[config.mk]
export PLATFORM = sky130hd
export DESIGN_NAME = sr_piso
export DESIGN_NICKNAME = d
export VERILOG_FILES = /design/src/rtl/sr_pkg.sv /design/src/rtl/sr_bit_cnt.sv /design/src/rtl/sr_piso.sv
export SDC_FILE = /design/constraint.sdc
export NUM_CORES = 1
export LEC_CHECK = 0
export ABC_AREA = 1
export BUFFER_PORTS_ARGS = -buffer_cell sky130_fd_sc_hd__buf_2
export CORE_AREA = 2 2 39 41
export DETAILED_ROUTE_END_ITERATION = 8
export DIE_AREA = 0 0 41 43
export MAX_ROUTING_LAYER = met4
export PLACE_DENSITY_LB_ADDON = 0.12
export SLEW_MARGIN = 20
export SYNTH_ARGS = -nofsm -noshare
export SYNTH_HDL_FRONTEND = slang
export SYNTH_HIERARCHICAL = 1
export SYNTH_SLANG_ARGS = --single-unit
[constraint.sdc]
create_clock -name clk -period 1.64 [get_ports clk]
set_clock_uncertainty 0.05 [all_clocks]
set_input_delay 0.328 -clock clk [delete_from_list [all_inputs] [get_ports clk]]
set_output_delay 0.328 -clock clk [all_outputs]
set_load 0.02 [all_outputs]
[src/rtl/sr_pkg.sv]
// sr_pkg: shared state encoding and counter width helper for the shift register family
package sr_pkg;
   typedef enum logic [1:0] {IDLE, SHIFT, PAR} sr_piso_state_t;
   function automatic int cnt_w(input int w);
      return (w > 1) ? $clog2(w) : 1;
   endfunction
endpackage

[src/rtl/sr_bit_cnt.sv]
// sr_bit_cnt: bit index up-counter with sync clear/load, saturating at terminal count WIDTH-1
module sr_bit_cnt
   import sr_pkg::*;
#(
   parameter int WIDTH = 4,
   parameter int CW = cnt_w(WIDTH)
) (
   input  logic          clk,
   input  logic          rst,
   input  logic          clr,
   input  logic          ld,
   input  logic [CW-1:0] d,
   input  logic          en,
   output logic [CW-1:0] cnt,
   output logic          tc
);
   assign tc = cnt == CW'(WIDTH - 1);
   always_ff @(posedge clk) begin
      if (rst || clr) cnt <= '0;
      else if (ld) cnt <= d;
      else if (en && !tc) cnt <= cnt + CW'(1);
   end
endmodule

[src/rtl/sr_piso.sv]
// sr_piso: parallel-in serial-out shifter, LSB first, valid/ready load, back-to-back frames.
// Optional even-parity trailer bit enabled by defining SR_PISO_PARITY_EN.
module sr_piso
   import sr_pkg::*;
#(
   parameter int WIDTH = 4
) (
   input  logic             clk,
   input  logic             rst,
   input  logic [WIDTH-1:0] pi,
   input  logic             load_valid,
   output logic             load_ready,
   output logic             so,
   output logic             so_valid,
   output logic             so_last,
   output logic             busy
);
   localparam int CW = cnt_w(WIDTH);
   sr_piso_state_t state, state_n;
   logic [WIDTH-1:0] shreg;
   logic [CW-1:0] cnt;
   logic tc, accept, last, cnt_clr, cnt_en, so_n;
`ifdef SR_PISO_PARITY_EN
   logic par;
`endif
   sr_bit_cnt #(.WIDTH(WIDTH), .CW(CW)) u_cnt (
      .clk(clk),
      .rst(rst),
      .clr(cnt_clr),
      .ld(1'b0),
      .d('0),
      .en(cnt_en),
      .cnt(cnt),
      .tc(tc)
   );
   always_comb begin
`ifdef SR_PISO_PARITY_EN
      last = state == PAR;
`else
      last = state == SHIFT && tc;
`endif
      load_ready = !rst && (state == IDLE || last);
      accept = load_valid && load_ready;
      state_n = accept ? SHIFT : last ? IDLE : (state == SHIFT && tc) ? PAR : state;
      cnt_clr = accept || state_n == IDLE;
      cnt_en = state == SHIFT;
      so_valid = state != IDLE;
      busy = so_valid;
      so_last = last;
   end
   // value driven on so after this edge when neither loading nor shifting a data bit
`ifdef SR_PISO_PARITY_EN
   assign so_n = (state_n == PAR) ? par : 1'b0;
`else
   assign so_n = 1'b0;
`endif
   always_ff @(posedge clk) begin
      if (rst) state <= IDLE;
      else state <= state_n;
   end
   always_ff @(posedge clk) begin
      if (rst) begin
         so <= 1'b0;
         shreg <= '0;
      end else if (accept) begin
         so <= pi[0];
         shreg <= pi >> 1;
      end else if (state == SHIFT && !tc) begin
         so <= shreg[0];
         shreg <= shreg >> 1;
      end else begin
         so <= so_n;
      end
   end
`ifdef SR_PISO_PARITY_EN
   always_ff @(posedge clk) begin
      if (rst) par <= 1'b0;
      else if (accept) par <= ^pi;
   end
`endif
endmodule

==> results.ini <==
[power]
power_density_nw_per_um2=789.9
p_leak_uw=0.0003059
vdd_ir_drop_max_uv=451.8

[cells_and_area]
antennaDiodeCount=0
num-fill-cells=156
num-nets-final=97
area_delta_synth_final_pct=32.13
multi_input_area_sq_um=306.5
stdcell_area_sq_um=643.1
postLayoutCoreUtil=0.4647
drive_gt1_frac=0.4368
ff_latch_area_sq_um=162.7

[logic_synthesis]
synth_most_common_cell=nand2_1
muxShareOfSynthArea=0
ys_ff_latch=8
synth-async-reset-ratio=0
synth_compound_area_frac=0.1157
syn_area_per_cell_sq_um=7.158
synthesis.area_sq_um=486.7
synth_edf_count=0
yosys.area.top_type=dfxtp_1
synthTopCellsByCount=nand2_1 (17), dfxtp_1 (8), inv_1 (6), inv_2 (6), nand3_1 (5)
synth.distinct_cells=21
synth_top_area_frac=0.3290
yosys.area_share.adder=0.02571
ys_top_cells_by_area=dfxtp_1 (33%), nand2_1 (13%), nand3_1 (5.1%)
synth_top_family_by_area=simple AND/OR/NAND/NOR gates
yosys.area_share.simple=0.4036
synth_xor_area_frac=0
syn_inst=68
ys.flop_type=dfxtp_1
seq_area_frac_synth=0.3290
ys_warn_count=6

[clocking]
cts_tree=yes
cts_sinks=8
cts_root_buffer=clkbuf_4
cts-htree-levels=1
cts_made_buffers=3
clk_pin_slew_worst_paths_ns=0.06
clock_path_buffers=2
cts_hold_buf=0
clkLatencyLatePin_ns=0.25

[worst_setup_path]
startpoint_type=flip-flop
worstSetupPathType=flip-flop to primary output
crit_fanout=3
arrival_ns=1.18
cp.required_ns=1.26
cp-end-kind=primary output

[drt]
ant_nets=0
dr.pass1.iters=4
top_layer=met4
dr_wl_met2_um=410
wirelength_um=933
drc=0
wl_met1_um=438
met3_length_um=60
avgViaCountPerCell=4.485
wl_per_cell_um=9.058
via_count=462
drt_iter0_drc=6

[sta]
hold_viol=0
whs_ns=0.2865
period_minus_slack_ns=1.561
fin_crit_sh=0.9517
slew_violations=0
rsz0062_at_grt=true
final-setup-viol-count=0
max_freq_mhz=640.7

[placement]
placed_area_sq_um=571.8
place.gp.congestion=0.8056
io_buffers=11
dp_hpwl_um=659.5

[status]
status=finished clean

[global_route]
grt_max_degree=10
grt_pass1_wl_um=1587
antenna_found_initial=0
grt_pass1_vias=420
grt-ovfl-total=0
grtUsageTotal=0.1474

[floorplan]
start_util=0.3517
die_area_sq_um=1763
core-area_sq_um=1384
ios=12
die_w_um=41
rows=14
die_h_um=43

[run]
cap_viol_max_count=0

[hold_path]
hp-class=primary input to flip-flop

## where the power goes
group	internal (uW)	leakage, uW	switching, uW	total, uW
combinational	57.5	0.000226	82.7	140
sequential	207	0.0000663	8.57	216
clock	83.8	0.0000138	68.2	152
total	349	0.000306	159	508
## path summary, 6_finish.rpt
path / end / cells past startpoint / startpoint / slack (ns)
max: load_ready / 6 / u_cnt/cnt[1] / 0.08
min: so / 3 / pi[0] / 0.29
max reg2reg: shreg[1] / 8 / u_cnt/cnt[1] / 0.34
min reg2reg: so / 2 / shreg[0] / 0.42
## registers in the layout (all words and copies together) (netlist names)
signal / cells
so: 1
state: 2
shreg: 3
u_cnt/cnt: 2
## cell families (layout without fill, tap and decap cells)
kind of cell	after synthesis	count (layout)
DFF	8	8
buffers and inverters	14	29
adders and majority gates	1	1
and+or+nand+nor	37	37
other	1	5
AOI/OAI and AO/OA	7	7
## what timing repair did
action,in CTS,in global routing
endpoints found under the setup margin,2,2
setup buffers,2,0
endpoints found under the hold margin,0,0
gates resized for setup,5,4
pin swaps,1,2
## through the flow
| step | setup WS [ns] | power [uW] | instances | setup TNS [ns] |
|---|---|---|---|---|
| global route | -0.003616 | 550.9 | 103 | -0.003616 |
| finish | 0.07922 | 508.0 | 103 | 0 |
| CTS | 0.001691 | 514.2 | 103 | 0 |
| global placement | 0.1670 | 345.3 | 98 | 0 |
| detailed placement | 0.1308 | 344.3 | 98 | 0 |
| floorplan | 0.1601 | 314.0 | 72 | 0 |
## layout make-up
type | instances | share of cell area
multi-input cells | 50 | 0.4767
well taps | 16 | 0.03113
repair buffers | 14 | 0.1304
flip-flops and latches | 8 | 0.2529
inverters | 12 | 0.07393
clock buffers | 3 | 0.03502
## cell usage in the layout (no fill, tap or decap), types with 2 or more instances in the layout
| cell | instances |
|---|---|
| a21oi_1 | 3 |
| a21oi_2 | 2 |
| buf_2 | 10 |
| buf_4 | 3 |
| clkbuf_4 | 3 |
| conb_1 | 5 |
| dfxtp_1 | 6 |
| dfxtp_2 | 2 |
| inv_1 | 6 |
| inv_2 | 5 |
| nand2_1 | 17 |
| nand2_2 | 3 |
| nand3_1 | 5 |
| nand4_1 | 3 |
| nor2_1 | 3 |
| nor2_4 | 2 |
## worst max-delay path, cell delays in order, from the launching register on
cell,delay [ns]
dfxtp_2,0.35
ha_4,0.15
inv_4,0.04
a21oi_4,0.12
inv_2,0.06
nor2_4,0.09
buf_6,0.12
## layer usage
| layer | vias up | global-route usage |
|---|---|---|
| met5 | - | - |
| met4 | 0 | 0.1000 |
| met3 | 5 | 0.09424 |
| met2 | 12 | 0.1969 |
| met1 | 196 | 0.1521 |
| li1 | 249 | - |
Note: power is estimated with default switching activity, not from simulation.
